<file path="config.mk">
export PLATFORM = sky130hd
export DESIGN_NAME = adc_frame_reader_flat
export DESIGN_NICKNAME = d
export VERILOG_FILES = /design/src/rtl/adc_frame_reader_if.sv /design/src/rtl/adc_frame_reader.sv /design/src/flat_wrapper.sv
export SDC_FILE = /design/constraint.sdc
export NUM_CORES = 1
export LEC_CHECK = 0
export ABC_AREA = 1
export BUFFER_PORTS_ARGS = -buffer_cell sky130_fd_sc_hd__buf_2
export CORE_ASPECT_RATIO = 1.75
export CORE_MARGIN = 3
export CORE_UTILIZATION = 58
export CTS_CLUSTER_SIZE = 14
export DETAILED_ROUTE_END_ITERATION = 10
export PLACE_DENSITY = 0.84
export REMOVE_ABC_BUFFERS = 1
export SKIP_LAST_GASP = 1
export SYNTH_ARGS = -nofsm -noshare
export SYNTH_HDL_FRONTEND = slang
export SYNTH_SLANG_ARGS = --single-unit
</file>
<file path="constraint.sdc">
create_clock -name rd_clk -period 1.9 [get_ports rd_clk]
set_input_delay 0.19 -clock rd_clk [delete_from_list [all_inputs] [get_ports rd_clk]]
set_output_delay 0.19 -clock rd_clk [all_outputs]
set_load 0.03 [all_outputs]
</file>
<file path="src/rtl/adc_frame_reader_if.sv">
// Bus bundle between the ADC frame reader, the capture FIFO read port and
// the host readout logic. The reader is the master; the FIFO/host side is
// the slave.
interface adc_frame_reader_if #(
  parameter int FRAME_W = 24
);
  // Frame control from the host register block
  logic               start;
  logic [FRAME_W-1:0] frame_len;
  logic [1:0]         data_format;
  logic [1:0]         ch_sel;
  // Capture FIFO read port
  logic [127:0]       fifo_dout;
  logic               fifo_empty;
  logic               fifo_rden;
  // Host readout handshake
  logic               rden_host;
  logic [15:0]        dout;
  logic               dout_valid;
  // Status
  logic               busy;
  logic               frame_done;

  modport master (
    input  start, frame_len, data_format, ch_sel,
    input  fifo_dout, fifo_empty, rden_host,
    output fifo_rden, dout, dout_valid, busy, frame_done
  );

  modport slave (
    output start, frame_len, data_format, ch_sel,
    output fifo_dout, fifo_empty, rden_host,
    input  fifo_rden, dout, dout_valid, busy, frame_done
  );
endinterface

</file>
<file path="src/rtl/adc_frame_reader.sv">
// ADC frame reader: drains 128-bit capture words from the capture FIFO,
// extracts the samples of one channel according to the acquisition format
// and hands them to the host as 16-bit {later, earlier} sample pairs.
module adc_frame_reader #(
  parameter int FRAME_W = 24
) (
  input  logic               rd_clk,
  input  logic               rd_rst,
  adc_frame_reader_if.master bus
);

  typedef enum logic [2:0] {
    S_IDLE,
    S_FETCH,
    S_WAIT,
    S_SHIFT,
    S_DONE
  } state_t;

  state_t             state_reg, state_next;
  logic [1:0]         fmt_reg, fmt_next;
  logic [1:0]         ch_reg, ch_next;
  logic [FRAME_W-1:0] len_reg, len_next;
  logic [FRAME_W-1:0] word_cnt_reg, word_cnt_next;
  logic [2:0]         idx_reg, idx_next;
  logic [127:0]       hold_reg, hold_next;

  // Candidate pairs for every format, all derived from the hold register
  logic [15:0] pair_single [8];
  logic [15:0] pair_raw    [8];
  logic [15:0] pair_dual   [4];
  logic [15:0] pair_quad   [2];
  logic [31:0] quad_chunk;
  logic [15:0] pair_sel;
  logic [2:0]  last_idx;

  logic        fifo_rden;
  logic [15:0] dout;
  logic        dout_valid;
  logic        busy;
  logic        frame_done;

  genvar gi;

  // Single-channel and raw pairs: eight per word. In single-channel mode
  // consecutive samples rotate through the four chunks before advancing a
  // byte, so sample k lives in chunk k%4, byte k/4.
  generate
    for (gi = 0; gi < 8; gi++) begin : g_eight
      localparam int KE = 2 * gi;
      localparam int KO = 2 * gi + 1;
      assign pair_single[gi] = {hold_reg[(KO % 4) * 32 + (KO / 4) * 8 +: 8],
                                hold_reg[(KE % 4) * 32 + (KE / 4) * 8 +: 8]};
      assign pair_raw[gi]    = hold_reg[16 * gi +: 16];
    end
  endgenerate

  // Dual-channel pairs: channel x alternates between chunks 2x and 2x+1,
  // so each pair takes the same byte lane from both chunks.
  generate
    for (gi = 0; gi < 4; gi++) begin : g_dual
      assign pair_dual[gi] = ch_reg[0] ?
        {hold_reg[96 + 8 * gi +: 8], hold_reg[64 + 8 * gi +: 8]} :
        {hold_reg[32 + 8 * gi +: 8], hold_reg[ 0 + 8 * gi +: 8]};
    end
  endgenerate

  // Quad-channel: the selected chunk holds four consecutive samples
  always_comb begin
    quad_chunk = hold_reg[31:0];
    case (ch_reg)
      2'd0:    quad_chunk = hold_reg[31:0];
      2'd1:    quad_chunk = hold_reg[63:32];
      2'd2:    quad_chunk = hold_reg[95:64];
      default: quad_chunk = hold_reg[127:96];
    endcase
  end

  generate
    for (gi = 0; gi < 2; gi++) begin : g_quad
      assign pair_quad[gi] = quad_chunk[16 * gi +: 16];
    end
  endgenerate

  // Pick the pair at the current index and the last valid index per format
  always_comb begin
    pair_sel = 16'h0000;
    last_idx = 3'd7;
    case (fmt_reg)
      2'b00: begin
        pair_sel = pair_single[idx_reg];
        last_idx = 3'd7;
      end
      2'b01: begin
        pair_sel = pair_dual[idx_reg[1:0]];
        last_idx = 3'd3;
      end
      2'b10: begin
        pair_sel = pair_quad[idx_reg[0]];
        last_idx = 3'd1;
      end
      default: begin
        pair_sel = pair_raw[idx_reg];
        last_idx = 3'd7;
      end
    endcase
  end

  // Next-state and output decode; config is captured only when a start is
  // accepted in IDLE so the host may change it freely mid-frame.
  always_comb begin
    state_next    = state_reg;
    fmt_next      = fmt_reg;
    ch_next       = ch_reg;
    len_next      = len_reg;
    word_cnt_next = word_cnt_reg;
    idx_next      = idx_reg;
    hold_next     = hold_reg;
    fifo_rden     = 1'b0;
    dout          = 16'h0000;
    dout_valid    = 1'b0;
    busy          = (state_reg != S_IDLE);
    frame_done    = 1'b0;
    case (state_reg)
      S_IDLE: begin
        if (bus.start) begin
          fmt_next      = bus.data_format;
          ch_next       = bus.ch_sel;
          len_next      = bus.frame_len;
          word_cnt_next = '0;
          state_next    = (bus.frame_len == '0) ? S_DONE : S_FETCH;
        end
      end
      S_FETCH: begin
        fifo_rden = !bus.fifo_empty;
        if (!bus.fifo_empty) begin
          state_next = S_WAIT;
        end
      end
      S_WAIT: begin
        hold_next     = bus.fifo_dout;
        idx_next      = 3'd0;
        word_cnt_next = word_cnt_reg + 1'b1;
        state_next    = S_SHIFT;
      end
      S_SHIFT: begin
        dout_valid = 1'b1;
        dout       = pair_sel;
        if (bus.rden_host) begin
          if (idx_reg == last_idx) begin
            state_next = (word_cnt_reg == len_reg) ? S_DONE : S_FETCH;
          end else begin
            idx_next = idx_reg + 3'd1;
          end
        end
      end
      S_DONE: begin
        frame_done = 1'b1;
        state_next = S_IDLE;
      end
      default: begin
        state_next = S_IDLE;
      end
    endcase
  end

  // State and datapath registers; reset drops any held word
  always_ff @(posedge rd_clk) begin
    if (rd_rst) begin
      state_reg    <= S_IDLE;
      fmt_reg      <= 2'b00;
      ch_reg       <= 2'b00;
      len_reg      <= '0;
      word_cnt_reg <= '0;
      idx_reg      <= 3'd0;
      hold_reg     <= '0;
    end else begin
      state_reg    <= state_next;
      fmt_reg      <= fmt_next;
      ch_reg       <= ch_next;
      len_reg      <= len_next;
      word_cnt_reg <= word_cnt_next;
      idx_reg      <= idx_next;
      hold_reg     <= hold_next;
    end
  end

  assign bus.fifo_rden  = fifo_rden;
  assign bus.dout       = dout;
  assign bus.dout_valid = dout_valid;
  assign bus.busy       = busy;
  assign bus.frame_done = frame_done;

endmodule

</file>
<file path="src/flat_wrapper.sv">
// flat-port wrapper written by rule: the top's interface ports become plain ports
module adc_frame_reader_flat 
#(
  parameter int FRAME_W = 24
)
  (rd_clk, rd_rst, bus_start, bus_frame_len, bus_data_format, bus_ch_sel, bus_fifo_dout, bus_fifo_empty, bus_rden_host, bus_fifo_rden, bus_dout, bus_dout_valid, bus_busy, bus_frame_done);
  adc_frame_reader_if #(.FRAME_W(FRAME_W)) bus_i ();
  input  logic rd_clk;
  input  logic rd_rst;
  input wire logic [$bits(bus_i.start)-1:0] bus_start;
  input wire logic [$bits(bus_i.frame_len)-1:0] bus_frame_len;
  input wire logic [$bits(bus_i.data_format)-1:0] bus_data_format;
  input wire logic [$bits(bus_i.ch_sel)-1:0] bus_ch_sel;
  input wire logic [$bits(bus_i.fifo_dout)-1:0] bus_fifo_dout;
  input wire logic [$bits(bus_i.fifo_empty)-1:0] bus_fifo_empty;
  input wire logic [$bits(bus_i.rden_host)-1:0] bus_rden_host;
  output wire logic [$bits(bus_i.fifo_rden)-1:0] bus_fifo_rden;
  output wire logic [$bits(bus_i.dout)-1:0] bus_dout;
  output wire logic [$bits(bus_i.dout_valid)-1:0] bus_dout_valid;
  output wire logic [$bits(bus_i.busy)-1:0] bus_busy;
  output wire logic [$bits(bus_i.frame_done)-1:0] bus_frame_done;
  assign bus_i.start = bus_start;
  assign bus_i.frame_len = bus_frame_len;
  assign bus_i.data_format = bus_data_format;
  assign bus_i.ch_sel = bus_ch_sel;
  assign bus_i.fifo_dout = bus_fifo_dout;
  assign bus_i.fifo_empty = bus_fifo_empty;
  assign bus_i.rden_host = bus_rden_host;
  assign bus_fifo_rden = bus_i.fifo_rden;
  assign bus_dout = bus_i.dout;
  assign bus_dout_valid = bus_i.dout_valid;
  assign bus_busy = bus_i.busy;
  assign bus_frame_done = bus_i.frame_done;
  adc_frame_reader #(.FRAME_W(FRAME_W)) u_core (.rd_clk(rd_clk), .rd_rst(rd_rst), .bus(bus_i));
endmodule
</file>
# --- Word-level counts from Yosys, hierarchy flattened ---
# Cells that the tools add are included.
classes:
  magnitude_cmp: 3
  mux: 35
  n_bitwise: 3
  n_addsub: 2
  n_reduce_logical: 12
  eq_ne: 15
op_table:
  columns: ["cell", "n"]
  rows:
  - ["$mux 16", 14]
  - ["$bmux 16 s3", 2]
  - ["$pmux 32 s3", 1]
  - ["$pmux 16 s3", 1]
  - ["$pmux 24 s2", 1]
  - ["$bmux 16 s2", 1]
  - ["$add 24x1->24 const B", 1]
  - ["$eq 24x24->1", 1]
  - ["$logic_not 24->1", 1]
  - ["$mux 24", 1]
  - ["$mux 3", 8]
  - ["$pmux 3 s2", 2]
  - ["$pmux 3 s4", 1]
  - ["$ne 2x2->1 const B", 4]
  - ["$eq 3x2->1 const B", 2]
  - ["$eq 2x1->1 const B", 2]
  - ["$eq 2x2->1 const B", 2]
  - ["$ge 4x4->1 const B", 1]
  - ["$logic_not 2->1", 2]
  - ["$not 3->4", 1]
  - ["$reduce_and 2->1", 2]
  - ["$reduce_and 4->1", 1]
  - ["$reduce_bool 2->1", 2]
  - ["$add 3x1->3 const B", 1]
  - ["other kinds (13)", 15]
totals:
  inputBits: 161
  word_cells: 77
  register_bits: 186
  output_inout_bits: 20

# --- Longest topological paths before layout ---
# Gate-level depths: netlist of the first run.
depth:
  depth_word: 7
  ltp_mapped: 13
  depth_no_buf: 13

# --- Worst setup path after synthesis of the first run ---
# OpenSTA, ideal clock, no wires.
synth_path:
  kind: "reg-to-output"
  start: "reg u_core.state_reg[1]"
  end: "out bus_dout[10]"
  stages_incl_launch_ff: 7
  required_time_ns: 1.710
  arrival_ns: 1.741
  path_buffers: 2
  slack_ns: -0.031
  cell_sequence: "dfxtp_1 -> buf_2 -> nand3_2 -> inv_2 -> clkbuf_1 -> nand2_1 -> nor2_1"
synth_via:
  elab_chain_cells: 2
synth_lines:
  columns: ["item", "line_no", "source"]
  rows:
  - ["start: declaration", "adc_frame_reader.sv:20", "state_t state_reg, state_next;"]
  - ["start signal: assignment", "adc_frame_reader.sv:178", "state_reg <= state_next;"]
  - ["$eq 3x2->1", "adc_frame_reader.sv:124", "case (state_reg)"]
  - ["$mux 16", "adc_frame_reader.sv:124", null]
  - ["end: declaration", "flat_wrapper.sv:18", "output wire logic [$bits(bus_i.dout)-1:0] bus_dout;"]
# No other way between the ends.

# --- Worst setup path in the final report of the first run ---
layout_path:
  start: "reg u_core.idx_reg[0]"
  end: "out bus_dout[1]"
layout_via:
  elab_chain_cells: 6
  word_cells_on_any_way: 17
  cone_classes: "mux (14); bitwise (3)"
layout_lines:
  columns: ["item", "line_no", "source"]
  rows:
  - ["start: declaration", "adc_frame_reader.sv:25", "logic [2:0] idx_reg, idx_next;"]
  - ["start signal: assignment", "adc_frame_reader.sv:183", "idx_reg <= idx_next;"]
  - ["$not 3->4 (not written as such) (tied with other cells)", "adc_frame_reader.sv:91, adc_frame_reader.sv:103", null]
  - ["$bmux 16 s3 (tied with other cells)", "adc_frame_reader.sv:103", "pair_sel = pair_raw[idx_reg];"]
  - ["$mux 16 (on tied branches) (2 in series)", null, null]
  - ["$pmux 16 s3 (*)", "adc_frame_reader.sv:89", "case (fmt_reg)"]
  - ["$mux 16 (*)", "adc_frame_reader.sv:124", null]
# Mark *: on every way between the ends. The rest lies on a longest branch, timed or not. The select of a mux whose other input is x is not followed.

==> run_summary.xml, run 1 <==
<?xml version="1.0" encoding="UTF-8"?>
<metrics>
  <group name="run_status">
    <metric name="run_status" unit="">finished with violations</metric>
    <metric name="violations" unit="">negative hold slack, negative setup slack</metric>
  </group>
  <group name="detailed_routing">
    <metric name="detailedRoute.firstIterationViolations" unit="">1536</metric>
    <metric name="post_drt_antenna_nets" unit="">0</metric>
    <metric name="routed-via-count" unit="">14000</metric>
    <metric name="drtPass1Iterations" unit="">8</metric>
    <metric name="drt-total-wl" unit="µm">42100</metric>
    <metric name="wire_per_inst" unit="µm">18.6</metric>
    <metric name="drc_violation_count_after_routing" unit="">0</metric>
    <metric name="viasPerCell" unit="">6.18</metric>
  </group>
  <group name="min_path">
    <metric name="min_to" unit="">u_core.hold_reg[12]$_SDFFE_PP0P_</metric>
    <metric name="min_delay_path_depth" unit="">3</metric>
    <metric name="timing.hold.worst.start" unit="">bus_fifo_dout[12]</metric>
    <metric name="hold_path.class" unit="">in -&gt; reg</metric>
  </group>
  <group name="power">
    <metric name="p_int" unit="mW">8.38</metric>
    <metric name="clock_power_share" unit="%">28.3</metric>
    <metric name="combinationalPowerShare" unit="%">33.1</metric>
    <metric name="p_leak" unit="nW">5.85</metric>
    <metric name="power_switching" unit="mW">4.87</metric>
    <metric name="post-layout-total-power" unit="mW">13.2</metric>
    <metric name="seqPwrFrac" unit="%">38.6</metric>
    <metric name="vdd_ir_drop_max" unit="V">0.000677</metric>
    <metric name="power_density" unit="nW/µm²">914</metric>
    <metric name="switching_share" unit="%">36.7</metric>
  </group>
  <group name="critical_path">
    <metric name="crit_arrival" unit="ps">2250</metric>
    <metric name="reg2reg_to" unit="">u_core.word_cnt_reg[16]$_SDFFE_PP0P_</metric>
    <metric name="crit_required" unit="ps">1710</metric>
    <metric name="timing.setup.critical_path_class" unit="">reg -&gt; out</metric>
    <metric name="start_kind" unit="">register</metric>
    <metric name="rrSetupSlack" unit="ps">130</metric>
    <metric name="crit_slowest_cell" unit="">sky130_fd_sc_hd__dfxtp_4</metric>
    <metric name="timing.critical_path.cells" unit="">inv_8 &gt; buf_12 &gt; nand2_1 &gt; o21ai_0 &gt; o211ai_1 &gt; a21oi_1 &gt; o21bai_1 &gt; nor2_1 &gt; buf_4</metric>
    <metric name="end_kind" unit="">primary output</metric>
    <metric name="worst-path-max-fanout" unit="">22</metric>
    <metric name="worst_path_largest_cell_delay" unit="ps">420</metric>
    <metric name="reg2reg_depth" unit="">10</metric>
    <metric name="reg2reg_from" unit="">u_core.word_cnt_reg[0]$_SDFFE_PP0P_</metric>
  </group>
  <group name="die">
    <metric name="pin_count" unit="">181</metric>
    <metric name="die_h" unit="µm">193</metric>
    <metric name="floorplan.die_area" unit="µm²">21800</metric>
    <metric name="core" unit="µm²">19400</metric>
    <metric name="fp.dieW" unit="µm">113</metric>
    <metric name="initial_cell_density_of_the_core" unit="%">59.9</metric>
    <metric name="fp-row-count" unit="">67</metric>
  </group>
  <group name="synthesis">
    <metric name="post_synth_num_cell_types" unit="">45</metric>
    <metric name="yosys_register_bits" unit="">186</metric>
    <metric name="netlist_top_cells_count" unit="">322 x sky130_fd_sc_hd__nand2_1, 267 x sky130_fd_sc_hd__nor2_1, 254 x sky130_fd_sc_hd__o21ai_0, 186 x sky130_fd_sc_hd__dfxtp_1, 152 x sky130_fd_sc_hd__a21oi_1</metric>
    <metric name="yosys-top-cells-area" unit="">sky130_fd_sc_hd__dfxtp_1 32%, sky130_fd_sc_hd__o21ai_0 11%, sky130_fd_sc_hd__nand2_1 10%</metric>
    <metric name="yosys.cell_count.top_type" unit="">sky130_fd_sc_hd__nand2_1</metric>
    <metric name="synth_area" unit="µm²">11600</metric>
    <metric name="yosysWarningCount" unit="">0</metric>
    <metric name="synthesis.instances" unit="">1832</metric>
    <metric name="synth-edff-count" unit="">0</metric>
    <metric name="proportion_of_synthesized_chip_area_in_sequential_cells" unit="%">32.1</metric>
    <metric name="ys_async_sr_fraction" unit="%">0</metric>
    <metric name="synth.top_cell.area_share" unit="%">32.1</metric>
    <metric name="synthFlopType" unit="">sky130_fd_sc_hd__dfxtp_1</metric>
    <metric name="synthesis.area_per_instance" unit="µm²">6.33</metric>
    <metric name="synthDominantAreaCellType" unit="">sky130_fd_sc_hd__dfxtp_1</metric>
  </group>
  <group name="timing">
    <metric name="unrepaired_setup_endpoints_after_global_routing" unit="">yes</metric>
    <metric name="measured_slew_at_the_worst_slew_check_pin" unit="ps">420</metric>
    <metric name="max-slew-margin-rel" unit="%">72.0</metric>
    <metric name="fmax" unit="GHz">0.410</metric>
    <metric name="drv_slew" unit="">0</metric>
    <metric name="setup_viol_count_final" unit="">16</metric>
    <metric name="skew" unit="ps">7.68</metric>
    <metric name="timing.final.ws_setup" unit="ps">-538</metric>
    <metric name="final_min_period_over_clock_period" unit="%">128</metric>
    <metric name="worst_hold_slack" unit="ps">-6.15</metric>
    <metric name="finalHoldViolCount" unit="">3</metric>
    <metric name="period_minus_slack" unit="ps">2440</metric>
  </group>
  <group name="global_routing">
    <metric name="grtUsageTotal" unit="%">34.8</metric>
    <metric name="antenna_violations_before_repair" unit="">0</metric>
    <metric name="grt_pass1_vias" unit="">12900</metric>
    <metric name="first_pass_grt_wire_length" unit="µm">61200</metric>
    <metric name="globalRouteOverflowTotal" unit="">0</metric>
    <metric name="largest_net_degree_at_the_start_of_global_routing" unit="">93</metric>
  </group>
  <group name="placed_design">
    <metric name="finalWeightedCongestion" unit="">0.987</metric>
    <metric name="post-dp-hpwl" unit="µm">26700</metric>
    <metric name="placement.io_buffers" unit="">180</metric>
  </group>
  <group name="clock_network">
    <metric name="clock_tree_from_tritoncts" unit="">done</metric>
    <metric name="cts-root-buf" unit="">sky130_fd_sc_hd__clkbuf_16</metric>
    <metric name="h_tree_depth" unit="">4</metric>
    <metric name="cts-buffers-inserted" unit="">17</metric>
    <metric name="ctsLongestPathBuffers" unit="">2</metric>
    <metric name="numClockSinks" unit="">186</metric>
    <metric name="cts.reportedPaths.clkPinSlew" unit="ps">70</metric>
    <metric name="clock_insertion_delay_worst_skew" unit="ps">450</metric>
  </group>
  <group name="finish">
    <metric name="drive_above_1_share" unit="%">21.4</metric>
    <metric name="final_nets" unit="">2183</metric>
    <metric name="insertedDiodeCount" unit="">0</metric>
    <metric name="layout.area.seq" unit="µm²">3740</metric>
    <metric name="syn_to_final_growth" unit="%">25.0</metric>
    <metric name="largest_reg_flops" unit="">128</metric>
    <metric name="num-fill-cells" unit="">1570</metric>
    <metric name="area_taken_by_multi_input_logic_gates" unit="µm²">6960</metric>
  </group>
  <group name="job">
    <metric name="cap_violations" unit="">0</metric>
  </group>
</metrics>
stage by stage:
| step | setup TNS [ps] | instance area [µm²] | utilization, % | std cells | setup WS (ps) |
|---|---|---|---|---|---|
| 2_1_floorplan | -423940 | 11000 | - | 1700 | -3270 |
| 3_3_place_gp | -8.89 | 13000 | 66.9 | 2190 | -8.89 |
| 3_5_place_dp | -13.0 | 13000 | 66.9 | 2190 | -10.0 |
| 4_1_cts | -7000 | 13900 | 71.8 | 2246 | -485 |
| 5_1_grt | -8300 | 14500 | 74.9 | 2268 | -564 |
| 6_report | -7210 | 14500 | 74.9 | 2268 | -538 |
layer usage:
metal	routed length [µm]	share of wire, %	global-route usage (%)
met1	14200	34	38.0
met2	20800	49	62.9
met3	4130	9.8	5.06
met4	3020	7.2	21.7
met5	0	0	0
cell type report:
type	instances	share of cell area, %
multi-input combinational	1384	48.0
inverter	130	3.48
timing repair buffer	295	16.3
sequential	186	25.8
clock buffer	22	3.49
tap	241	2.08
clock inverter	9	0.742
timing repair inverter	1	0.0518
how the worst max path moves through the flow:
| stage | start | endpoint | slack [ps] | depth (start not counted) |
|---|---|---|---|---|
| after floorplan | u_core.state_reg[0]$_SDFFE_PP0P_ | u_core.word_cnt_reg[10]$_SDFFE_PP0P_ | -3270 | 8 |
| after global placement | u_core.idx_reg[0]$_SDFFE_PP0P_ | bus_dout[10] | -9 | 9 |
| after global routing | u_core.idx_reg[0]$_SDFFE_PP0P_ | bus_dout[6] | -560 | 10 |
| after CTS | u_core.idx_reg[0]$_SDFFE_PP0P_ | bus_dout[6] | -480 | 9 |
| after detailed placement | u_core.idx_reg[0]$_SDFFE_PP0P_ | bus_dout[10] | -10 | 9 |
| final | u_core.idx_reg[0]$_SDFFE_PP0P_ | bus_dout[1] | -540 | 9 |
power groups by stage:
stage	clock, mW	sequential [mW]	combinational [mW]
final	3.75	5.11	4.38
after global routing	3.91	5.16	4.84
after CTS	3.76	5.05	4.11
after detailed placement	0	5.13	3.99
after global placement	0	5.11	3.89
after floorplan	0	4.99	2.59
what timing repair did:
item	CTS	global route
buffers inserted	9	12
pin swaps	6	50
endpoints found under the setup margin	16	24
hold endpoints to repair	13	0
resized for setup	32	123
cloned	3	11
hold buffers	13	0
critical path: cells and delay by family, from the launching register on:
family                 cells  cell delay [ps]
AOI/OAI and AO/OA          4              600
DFF                        1              420
buffers and inverters      3              420
and+or+nand+nor            2              340
kinds of logic (layout without fill, tap and decap cells):
group	after synthesis	in the layout	synth area share (%)
compound gates	555	555	26.7
flops	186	186	32.1
fa+ha+maj	7	7	0.755
simple gates	821	821	30.5
xor+xnor	1	1	0.0755
buf+inv	262	457	9.81
layout by cell type (no fill, tap or decap), types with 22 or more instances in the layout:
cell,count
sky130_fd_sc_hd__nor2_1,256
sky130_fd_sc_hd__dfxtp_1,179
sky130_fd_sc_hd__a21oi_1,147
sky130_fd_sc_hd__buf_4,68
sky130_fd_sc_hd__nand3_1,130
sky130_fd_sc_hd__inv_1,118
sky130_fd_sc_hd__buf_12,22
sky130_fd_sc_hd__buf_2,164
sky130_fd_sc_hd__o21ai_1,43
sky130_fd_sc_hd__nand2_1,314
sky130_fd_sc_hd__clkbuf_16,24
sky130_fd_sc_hd__o211ai_1,92
sky130_fd_sc_hd__o21ai_0,224
No activity file was read; power rests on OpenSTA's default activity.
==> inputs of run 2 (changes only) <==
--- a/config.mk
+++ b/config.mk
@@ -9,10 +9,10 @@
 export BUFFER_PORTS_ARGS = -buffer_cell sky130_fd_sc_hd__buf_2
 export CORE_ASPECT_RATIO = 1.75
 export CORE_MARGIN = 3
-export CORE_UTILIZATION = 58
+export CORE_UTILIZATION = 50
 export CTS_CLUSTER_SIZE = 14
 export DETAILED_ROUTE_END_ITERATION = 10
-export PLACE_DENSITY = 0.84
+export PLACE_DENSITY = 0.75
 export REMOVE_ABC_BUFFERS = 1
 export SKIP_LAST_GASP = 1
 export SYNTH_ARGS = -nofsm -noshare
==> constraint.sdc (replaced) <==
create_clock -name rd_clk -period 2.6 [get_ports rd_clk]
set_input_delay 0.26 -clock rd_clk [delete_from_list [all_inputs] [get_ports rd_clk]]
set_output_delay 0.26 -clock rd_clk [all_outputs]
set_load 0.03 [all_outputs]
==> run 2 against run 1 <==
Net effect:
- combinational power decreased by 34%
- critical path depth increased by 1
- core utilization decreased by 15 points
- the flow now finishes without violations
- clock-buffer cell count decreased by 2
- first-iteration DRC count decreased by 14%
==> run_summary.xml, run 2 (same netlist as run 1, synthesis figures left out) <==
<?xml version="1.0" encoding="UTF-8"?>
<metrics>
  <group name="finish">
    <metric name="syn_to_final_growth" unit="%">16.9</metric>
    <metric name="layout.cells.most_common" unit="">sky130_fd_sc_hd__nand2_1</metric>
    <metric name="final_nets" unit="">2127</metric>
    <metric name="drive_above_1_share" unit="%">17.6</metric>
    <metric name="insertedDiodeCount" unit="">0</metric>
    <metric name="largest_reg_flops" unit="">128</metric>
    <metric name="final_cell_mix" unit="">321 x sky130_fd_sc_hd__nand2_1, 262 x sky130_fd_sc_hd__nor2_1, 251 x sky130_fd_sc_hd__o21ai_0, 182 x sky130_fd_sc_hd__dfxtp_1, 170 x sky130_fd_sc_hd__buf_2</metric>
    <metric name="num-fill-cells" unit="">2194</metric>
  </group>
  <group name="detailed_routing">
    <metric name="drt-total-wl" unit="µm">38800</metric>
    <metric name="drc_violation_count_after_routing" unit="">0</metric>
    <metric name="detailedRoute.firstIterationViolations" unit="">1318</metric>
    <metric name="drtPass1Iterations" unit="">7</metric>
    <metric name="wire_per_inst" unit="µm">17.1</metric>
    <metric name="post_drt_antenna_nets" unit="">0</metric>
    <metric name="viasPerCell" unit="">5.83</metric>
    <metric name="routed-via-count" unit="">13200</metric>
  </group>
  <group name="min_path">
    <metric name="hold_path.class" unit="">in -&gt; reg</metric>
    <metric name="min_delay_path_depth" unit="">3</metric>
    <metric name="timing.hold.worst.start" unit="">bus_fifo_dout[59]</metric>
  </group>
  <group name="global_routing">
    <metric name="grtUsageTotal" unit="%">29.2</metric>
    <metric name="grt_pass1_vias" unit="">12300</metric>
    <metric name="largest_net_degree_at_the_start_of_global_routing" unit="">182</metric>
    <metric name="first_pass_grt_wire_length" unit="µm">59600</metric>
    <metric name="globalRouteOverflowTotal" unit="">0</metric>
    <metric name="antenna_violations_before_repair" unit="">0</metric>
  </group>
  <group name="critical_path">
    <metric name="worst_setup_path_startpoint" unit="">u_core.idx_reg[0]$_SDFFE_PP0P_</metric>
    <metric name="crit_arrival" unit="ps">2310</metric>
    <metric name="crit_slowest_cell" unit="">sky130_fd_sc_hd__dfxtp_4</metric>
    <metric name="end_kind" unit="">primary output</metric>
    <metric name="timing.setup.critical_path_class" unit="">reg -&gt; out</metric>
    <metric name="reg2reg_from" unit="">u_core.state_reg[1]$_SDFFE_PP0P_</metric>
    <metric name="worst_path_largest_cell_delay" unit="ps">440</metric>
    <metric name="timing.critical_path.buf_inv" unit="">2</metric>
    <metric name="critical_path_cell_count" unit="">10</metric>
    <metric name="crit_family" unit="">simple AND/OR/NAND/NOR gates</metric>
    <metric name="start_kind" unit="">register</metric>
    <metric name="crit_required" unit="ps">2340</metric>
    <metric name="worst-path-max-fanout" unit="">39</metric>
    <metric name="reg2reg_depth" unit="">9</metric>
    <metric name="timing.critical_path.cells" unit="">buf_8 &gt; nand2_1 &gt; nand2_1 &gt; a21oi_1 &gt; o21ai_0 &gt; nand3_1 &gt; nand3_1 &gt; o21bai_1 &gt; nor2_1 &gt; buf_2</metric>
  </group>
  <group name="timing">
    <metric name="fmax" unit="GHz">0.389</metric>
    <metric name="setup_total_negative_slack" unit="ps">0</metric>
    <metric name="setup_viol_count_final" unit="">0</metric>
    <metric name="drv_slew" unit="">0</metric>
    <metric name="max-slew-margin-rel" unit="%">56.3</metric>
    <metric name="skew" unit="ps">10.2</metric>
    <metric name="final_min_period_over_clock_period" unit="%">98.9</metric>
    <metric name="finalHoldViolCount" unit="">0</metric>
    <metric name="measured_slew_at_the_worst_slew_check_pin" unit="ps">655</metric>
    <metric name="period_minus_slack" unit="ps">2570</metric>
    <metric name="unrepaired_setup_endpoints_after_global_routing" unit="">yes</metric>
  </group>
  <group name="placed_design">
    <metric name="placement.io_buffers" unit="">180</metric>
    <metric name="post-dp-hpwl" unit="µm">25900</metric>
    <metric name="finalWeightedCongestion" unit="">0.919</metric>
  </group>
  <group name="clock_network">
    <metric name="ctsLongestPathBuffers" unit="">2</metric>
    <metric name="cts-root-buf" unit="">sky130_fd_sc_hd__clkbuf_16</metric>
    <metric name="clock_tree_from_tritoncts" unit="">done</metric>
    <metric name="clock_insertion_delay_worst_skew" unit="ps">450</metric>
    <metric name="numClockSinks" unit="">186</metric>
    <metric name="cts.reportedPaths.clkPinSlew" unit="ps">70</metric>
    <metric name="h_tree_depth" unit="">4</metric>
    <metric name="cts-buffers-inserted" unit="">17</metric>
  </group>
  <group name="job">
    <metric name="cap_violations" unit="">0</metric>
  </group>
  <group name="power">
    <metric name="p_leak" unit="nW">5.42</metric>
    <metric name="vdd_ir_drop_max" unit="V">0.000522</metric>
    <metric name="post-layout-total-power" unit="mW">9.31</metric>
    <metric name="power_density" unit="nW/µm²">687</metric>
  </group>
  <group name="run_status">
    <metric name="run_status" unit="">finished clean</metric>
  </group>
  <group name="die">
    <metric name="initial_cell_density_of_the_core" unit="%">51.0</metric>
    <metric name="fp-row-count" unit="">73</metric>
    <metric name="core" unit="µm²">22700</metric>
    <metric name="floorplan.die_area" unit="µm²">25100</metric>
    <metric name="die_h" unit="µm">208</metric>
    <metric name="fp.dieW" unit="µm">121</metric>
    <metric name="pin_count" unit="">181</metric>
  </group>
</metrics>
## run 2: worst paths after layout
check	endpoint	slack (ps)
worst max-delay path	bus_dout[4]	30
worst min-delay path	u_core.hold_reg[59]$_SDFFE_PP0P_	60
worst max register to register	u_core.word_cnt_reg[10]$_SDFFE_PP0P_	740
worst min register to register	u_core.len_reg[1]$_SDFFE_PP0P_	460
## run 2: metrics by stage
step | setup slack, ps | instances | area (µm²) | utilization [%] | hold WS [ps]
2_1_floorplan | -2570 | 1700 | 11000 | - | 329
4_1_cts | -5.33 | 2255 | 13300 | 58.4 | 55.5
3_3_place_gp | 441 | 2224 | 12700 | 55.7 | 454
6_report | 27.6 | 2271 | 13600 | 59.6 | 62.4
3_5_place_dp | 396 | 2224 | 12700 | 55.7 | 457
5_1_grt | -64.0 | 2271 | 13600 | 59.6 | 71.7
## run 2: tightest hold or removal path, stage by stage
cell,delay (ps)
sky130_fd_sc_hd__buf_2,70
sky130_fd_sc_hd__o21ai_0,70
sky130_fd_sc_hd__nor2_1,80
## run 2: repair_timing
action,CTS,global route
cloned,0,4
pin swaps,0,4
endpoints found under the setup margin,11,16
buffers inserted,0,12
resized for setup,5,40
hold buffers,0,0
## run 2: cell type report
class                           count  area, µm²  area share [%]
Sequential cell                   186       3740            27.6
Timing Repair Buffer              239       1560            11.5
Inverter                          130        508            3.75
Clock buffer                       20        447            3.29
Tap cell                          300        375            2.77
Clock inverter                     11        145            1.07
Multi-Input combinational cell   1384       6780            50.0
Timing Repair inverter              1       8.76          0.0646
## run 2: layer usage
layer,part of all wire (%),vias to the layer above,wire length [µm],track usage [%]
met3,7.7,151,3010,3.84
met1,37,5981,14500,34.5
met4,5.4,0,2090,17.0
met2,50,697,19200,50.1
li1,-,6420,-,-
met5,0,-,0,0
## run 2: where the power goes
group,switching (mW),internal (mW)
Clock,1.17,1.53
Combinational,1.87,1.03
Sequential,0.386,3.33
Total,3.42,5.89
